### src/rtl/ram_arb_pkg.sv
// Shared defaults and client id encoding for the two-client RAM arbiter.
package ram_arb_pkg;

    localparam int RAM_ADDR_W    = 2;
    localparam int RAM_DATA_W    = 16;
    localparam int DEF_MAX_BURST = 4;

    typedef enum logic {
        CLI0 = 1'b0,
        CLI1 = 1'b1
    } cli_id_t;

    function automatic cli_id_t other_cli(input cli_id_t id);
        return (id == CLI0) ? CLI1 : CLI0;
    endfunction

endpackage

### src/rtl/ram_arb_pick.sv
// Combinational round-robin pick with an optional bounded lock for the previous owner.
module ram_arb_pick
    import ram_arb_pkg::*;
(
    input  logic    req0,
    input  logic    req1,
    input  logic    lock0,
    input  logic    lock1,
    input  cli_id_t last_gnt,
    input  logic    burst_ok,
    output logic    gnt0,
    output logic    gnt1,
    output cli_id_t sel
);

    logic both;
    logic keep;

    assign both = req0 && req1;
    // Contention only stays with the previous owner while it is locked and under its burst limit.
    assign keep = both && burst_ok && ((last_gnt == CLI1) ? lock1 : lock0);

    always_comb begin
        sel = CLI0;
        if (both) begin
            sel = keep ? last_gnt : other_cli(last_gnt);
        end else if (req1) begin
            sel = CLI1;
        end
    end

    assign gnt0 = (req0 || req1) && (sel == CLI0);
    assign gnt1 = (req0 || req1) && (sel == CLI1);

endmodule

### src/rtl/ram_arbiter_2p.sv
// Two-client arbiter in front of a single-port sync RAM: pick, RAM mux, read-return routing.
module ram_arbiter_2p
    import ram_arb_pkg::*;
#(
    parameter int ADDR_W    = RAM_ADDR_W,
    parameter int DATA_W    = RAM_DATA_W,
    parameter int MAX_BURST = DEF_MAX_BURST
) (
    input  logic              clk,
    input  logic              rst,
    input  logic              req0,
    input  logic              we0,
    input  logic              lock0,
    input  logic [ADDR_W-1:0] addr0,
    input  logic [DATA_W-1:0] wdata0,
    output logic              gnt0,
    output logic              rvalid0,
    output logic [DATA_W-1:0] rdata0,
    input  logic              req1,
    input  logic              we1,
    input  logic              lock1,
    input  logic [ADDR_W-1:0] addr1,
    input  logic [DATA_W-1:0] wdata1,
    output logic              gnt1,
    output logic              rvalid1,
    output logic [DATA_W-1:0] rdata1,
    output logic              ram_we,
    output logic [ADDR_W-1:0] ram_addr,
    output logic [DATA_W-1:0] ram_din,
    input  logic [DATA_W-1:0] ram_dout
);

    localparam int CNT_W = (MAX_BURST > 1) ? $clog2(MAX_BURST) : 1;
    localparam logic [CNT_W-1:0] CNT_MAX = CNT_W'(MAX_BURST - 1);

    cli_id_t                      last_gnt_q, last_gnt_d;
    logic                         held_q, held_d;
    logic [CNT_W-1:0]             burst_cnt_q, burst_cnt_d;
    logic [1:0]                   rd_pend_q, rd_pend_d;
    logic [1:0][DATA_W-1:0]       rhold_q, rhold_d;

    logic    pick_g0, pick_g1;
    cli_id_t sel;
    logic    burst_ok;
    logic    any_gnt;
    logic    same_owner, other_wait, sel_lock;

    assign burst_ok = held_q && (burst_cnt_q < CNT_MAX);

    ram_arb_pick u_pick (
        .req0     (req0),
        .req1     (req1),
        .lock0    (lock0),
        .lock1    (lock1),
        .last_gnt (last_gnt_q),
        .burst_ok (burst_ok),
        .gnt0     (pick_g0),
        .gnt1     (pick_g1),
        .sel      (sel)
    );

    // Gating with rst keeps the RAM pins quiet for the whole reset window.
    assign gnt0    = pick_g0 && !rst;
    assign gnt1    = pick_g1 && !rst;
    assign any_gnt = gnt0 || gnt1;

    always_comb begin
        ram_we   = 1'b0;
        ram_addr = '0;
        ram_din  = '0;
        if (gnt0) begin
            ram_we   = we0;
            ram_addr = addr0;
            ram_din  = wdata0;
        end else if (gnt1) begin
            ram_we   = we1;
            ram_addr = addr1;
            ram_din  = wdata1;
        end
    end

    assign same_owner = held_q && (last_gnt_q == sel);
    assign other_wait = (sel == CLI0) ? req1 : req0;
    assign sel_lock   = (sel == CLI0) ? lock0 : lock1;

    always_comb begin
        last_gnt_d  = last_gnt_q;
        held_d      = any_gnt;
        burst_cnt_d = '0;
        if (any_gnt) begin
            last_gnt_d = sel;
            if (same_owner && other_wait && sel_lock && (burst_cnt_q != CNT_MAX)) begin
                burst_cnt_d = burst_cnt_q + CNT_W'(1);
            end
        end
    end

    always_comb begin
        rd_pend_d = {gnt1 && !we1, gnt0 && !we0};
        rhold_d   = rhold_q;
        for (int i = 0; i < 2; i++) begin
            if (rd_pend_q[i]) begin
                rhold_d[i] = ram_dout;
            end
        end
    end

    always_ff @(posedge clk or posedge rst) begin
        if (rst) begin
            last_gnt_q  <= CLI1;
            held_q      <= 1'b0;
            burst_cnt_q <= '0;
            rd_pend_q   <= '0;
            rhold_q     <= '0;
        end else begin
            last_gnt_q  <= last_gnt_d;
            held_q      <= held_d;
            burst_cnt_q <= burst_cnt_d;
            rd_pend_q   <= rd_pend_d;
            rhold_q     <= rhold_d;
        end
    end

    // Read data is live from the RAM during the valid cycle, then held until the next read.
    assign rvalid0 = rd_pend_q[0] && !rst;
    assign rvalid1 = rd_pend_q[1] && !rst;
    assign rdata0  = rst ? '0 : (rd_pend_q[0] ? ram_dout : rhold_q[0]);
    assign rdata1  = rst ? '0 : (rd_pend_q[1] ? ram_dout : rhold_q[1]);

endmodule

### config.mk
export PLATFORM = sky130hd
export DESIGN_NAME = ram_arbiter_2p
export DESIGN_NICKNAME = d
export VERILOG_FILES = /design/src/rtl/ram_arb_pkg.sv /design/src/rtl/ram_arb_pick.sv /design/src/rtl/ram_arbiter_2p.sv
export SDC_FILE = /design/constraint.sdc
export NUM_CORES = 1
export LEC_CHECK = 0
export CORE_AREA = 2 2 74 76
export CTS_BUF_LIST = sky130_fd_sc_hd__clkbuf_4 sky130_fd_sc_hd__clkbuf_8
export CTS_CLUSTER_SIZE = 30
export DETAILED_ROUTE_END_ITERATION = 8
export DIE_AREA = 0 0 76 78
export PLACE_DENSITY = 0.81
export RECOVER_POWER = 100
export SETUP_SLACK_MARGIN = 0.15
export SLEW_MARGIN = 20
export SYNTH_ARGS = -nofsm -noshare
export SYNTH_HDL_FRONTEND = slang
export SYNTH_SLANG_ARGS = --single-unit
### constraint.sdc
create_clock -name clk -period 2.53 [get_ports clk]
set_input_delay 0.3795 -clock clk [delete_from_list [all_inputs] [get_ports clk]]
set_output_delay 0.3795 -clock clk [all_outputs]
set_load 0.005 [all_outputs]
==> flow_metrics.py <==
metrics = {
    "run_status": {
        "outcome": "completed",
    },
    "power": {
        "seqPwrFrac": 0.383,
        "swShare": 0.236,
        "p_sw_mw": 0.477,
        "ir_drop_mv": 0.477,
        "p_int_mw": 1.55,
        "clock_power_share": 0.302,
        "pwr-share-comb": 0.315,
        "power_density_mw_per_mm2": 586,
        "p_leak_nw": 1.54,
    },
    "timing": {
        "relSlewSlack": 0.434,
        "finalCriticalPeriod_ns": 2.45,
        "slew_viol_final": 0,
        "setup_violations": 0,
        "fin_skew_ns": 0.00867,
        "max_freq_ghz": 0.408,
        "fin_crit_sh": 0.969,
        "hold_viol_final": 0,
        "tightestPinTransition_ns": 0.849,
        "grt_setup_unrepaired": "yes",
    },
    "critical_path": {
        "critPathKind": "flip-flop to primary output",
        "crit_path_max_fanout": 5,
        "slowest_stage": "dfrtp_1",
        "path_common_cell": "buf_6",
        "path_cells": "ha_4 -> and3b_1 -> o211a_1 -> nor2_4 -> buf_6 -> buf_16 -> a22o_4 -> buf_6",
        "path_depth": 8,
        "start_kind": "flip-flop",
        "required_ns": 2.15,
        "reg2regPathDepth": 7,
        "crit_buf_inv": 3,
        "slowest_delay_ns": 0.42,
        "endpoint_kind": "primary output",
        "crit_arrival_ns": 2.07,
        "cp_top_family": "compound AO/OA/AOI/OAI gates",
    },
    "placement": {
        "dpl_cell_area_mm2": 0.00316,
        "dpl.cell_count": 333,
        "io_buffers": 114,
        "dpl.hpwl_mm": 3.83,
        "place_congestion": 0.768,
    },
    "global_routing": {
        "met2_usage": 0.332,
        "grt.busiest_layer": "met2",
        "antenna_found_initial": 0,
        "grt_use_total": 0.187,
        "grt_pass1_vias": 1777,
        "grt_max_degree": 71,
        "grtUsageMet1": 0.222,
        "grt_first_pass_wirelength_mm": 8.79,
        "grt-ovfl-total": 0,
        "use_met3": 0.0453,
    },
    "finish": {
        "drive_gt1_frac": 0.270,
        "area_delta_synth_final_pct": 80.0,
        "fin_nets": 345,
        "finalNonFillerCells": 355,
        "fin_area_mm2": 0.00345,
        "fill_cells": 391,
        "n_antenna_cell": 0,
    },
    "clocking": {
        "clock_latency_ns": 0.28,
        "ctsHoldBuffers": 0,
        "clk_pin_slew_ns": 0.08,
        "numCtsBuffers": 5,
        "ctsHtreeMaxLevel": 2,
        "cts_sinks": 38,
        "cts_root_buf": "clkbuf_8",
        "clock_path_buffers": 2,
        "cts_tree": "done",
    },
    "logic_synthesis": {
        "yosys_most_used_dff": "dfrtp_1",
        "synth_warnings": 0,
        "ys_ff_latch": 38,
        "synth_edf_count": 0,
        "syn_inst": 154,
        "synth_common_cells": "dfrtp_1, and2_1, mux2_2",
        "synth_fp_nets": 215,
        "syn-cell-area_mm2": 0.00192,
        "yosysUniqueCellTypes": 26,
        "synth-seq-area-share": 0.497,
        "yosysTopAreaCellShare": 0.483,
        "yosysMostFrequentCell": "dfrtp_1",
        "synth_top_area_cell": "dfrtp_1",
        "syn_avg_cell_area_um2": 12.4,
        "synth_area_leaders": "dfrtp_1, mux2_2, and2_1, a22o_1, a22o_2",
        "synthArstFlopShare": 1.00,
    },
    "detailed_routing": {
        "antenna_left": 0,
        "drt_iter0_drc": 64,
        "wl_per_cell_um": 17.4,
        "wl_mm": 6.17,
        "drc": 0,
        "dr.pass1.iters": 4,
        "avgViaCountPerCell": 4.87,
        "via_count": 1728,
    },
    "min_path": {
        "hp-class": "flip-flop to flip-flop",
        "holdPathStages": 1,
    },
    "floorplanning": {
        "die_x_um": 76,
        "design.die.area_mm2": 0.00593,
        "io_pins": 115,
        "dieHeight_um": 78,
        "core-area_mm2": 0.00504,
        "std_cell_rows": 26,
        "start_util": 0.380,
    },
    "job": {
        "maxCapViolations": 0,
    },
}
flip-flops by register name (all words and copies together) (netlist names):
| signal | flops |
|---|---|
| rhold_q | 32 |
| held_q | 1 |
| last_gnt_q | 1 |
| burst_cnt_q | 2 |
| rd_pend_q | 2 |
power groups by stage:
| stage | sequential, mW | combinational (mW) | clock (mW) |
|---|---|---|---|
| floorplan | 0.772 | 0.286 | 0 |
| global placement | 0.779 | 0.622 | 0 |
| detailed placement | 0.789 | 0.635 | 0 |
| CTS | 0.776 | 0.652 | 0.623 |
| global route | 0.789 | 0.691 | 0.656 |
| finish | 0.775 | 0.637 | 0.611 |
cells by family (layout without fill, tap and decap cells):
logic type	after synthesis	in the layout	synth area share
AOI/OAI and AO/OA	23	23	0.109
DFF	38	38	0.497
muxes	33	33	0.193
buffers and inverters	12	143	0.0418
and+or+nand+nor	47	47	0.153
adders and majority gates	1	1	0.00653
through the flow:
| step | TNS (ns) | total power, mW | utilization | hold slack [ns] | setup WS [ns] |
|---|---|---|---|---|---|
| finish | 0 | 2.02 | 0.684 | 0.489 | 0.0787 |
| global route | 0 | 2.14 | 0.684 | 0.513 | 0.0278 |
| CTS | 0 | 2.05 | 0.669 | 0.441 | 0.0191 |
| detailed placement | -0.373 | 1.42 | 0.628 | 0.426 | -0.0515 |
| global placement | -0.0530 | 1.40 | 0.628 | 0.421 | -0.0266 |
| floorplan | 0 | 1.06 | - | 0.406 | 0.752 |
layer usage:
metal	up-vias	part of all wire	routed length, µm
li1	804	-	-
met1	868	0.39	2410
met2	47	0.55	3420
met3	9	0.040	247
met4	0	0.016	99
met5	-	0	0
worst paths after layout:
| check | start | slack [ns] | end |
|---|---|---|---|
| setup / recovery | burst_cnt_q[0] | 0.08 | ram_we |
| setup reg to reg | burst_cnt_q[0] | 0.87 | rd_pend_q[0] |
| min in group asynchronous | rst | 0.66 | rhold_q[29] |
| hold reg to reg | rhold_q[0] | 0.49 | rhold_q[0] |
| hold / removal | rhold_q[0] | 0.49 | rhold_q[0] |
| max in group asynchronous | rst | 1.05 | rhold_q[1] |
cell usage in the layout (no fill, tap or decap), drive strengths merged:
cell	n
nor2b	3
mux2	32
and2	32
bufinv	2
and3	1
dlygate4sd3	28
dlymetal6s2s	1
clkbuf	16
buf	28
nand2	2
dfrtp	37
dlygate4sd2	1
clkinv	1
ha	1
and3b	1
a21oi	1
nor4b	1
o21ai	1
nor2	4
mux2i	1
nor3	1
clkdlybuf4s50	65
o211a	1
a22o	19
nand4b	1
inv	1
dfstp	1
nand2b	1
a21o	1
area by class of cell:
class / count / area (µm²) / area share
repair buffers: 134 / 1350 / 0.392
flip-flops and latches: 38 / 952 / 0.276
multi-input cells: 104 / 916 / 0.265
well taps: 70 / 87.6 / 0.0254
clock buffers: 5 / 68.8 / 0.0199
clock inverters: 3 / 68.8 / 0.0199
inverters: 1 / 3.75 / 0.00109
repair_timing:
item | in CTS | in global routing
pin swaps | 8 | 18
buffers inserted | 7 | 3
gates cloned | 3 | 2
setup endpoints to repair | 21 | 52
resized for setup | 79 | 24
(Power assumes the default switching activity.)
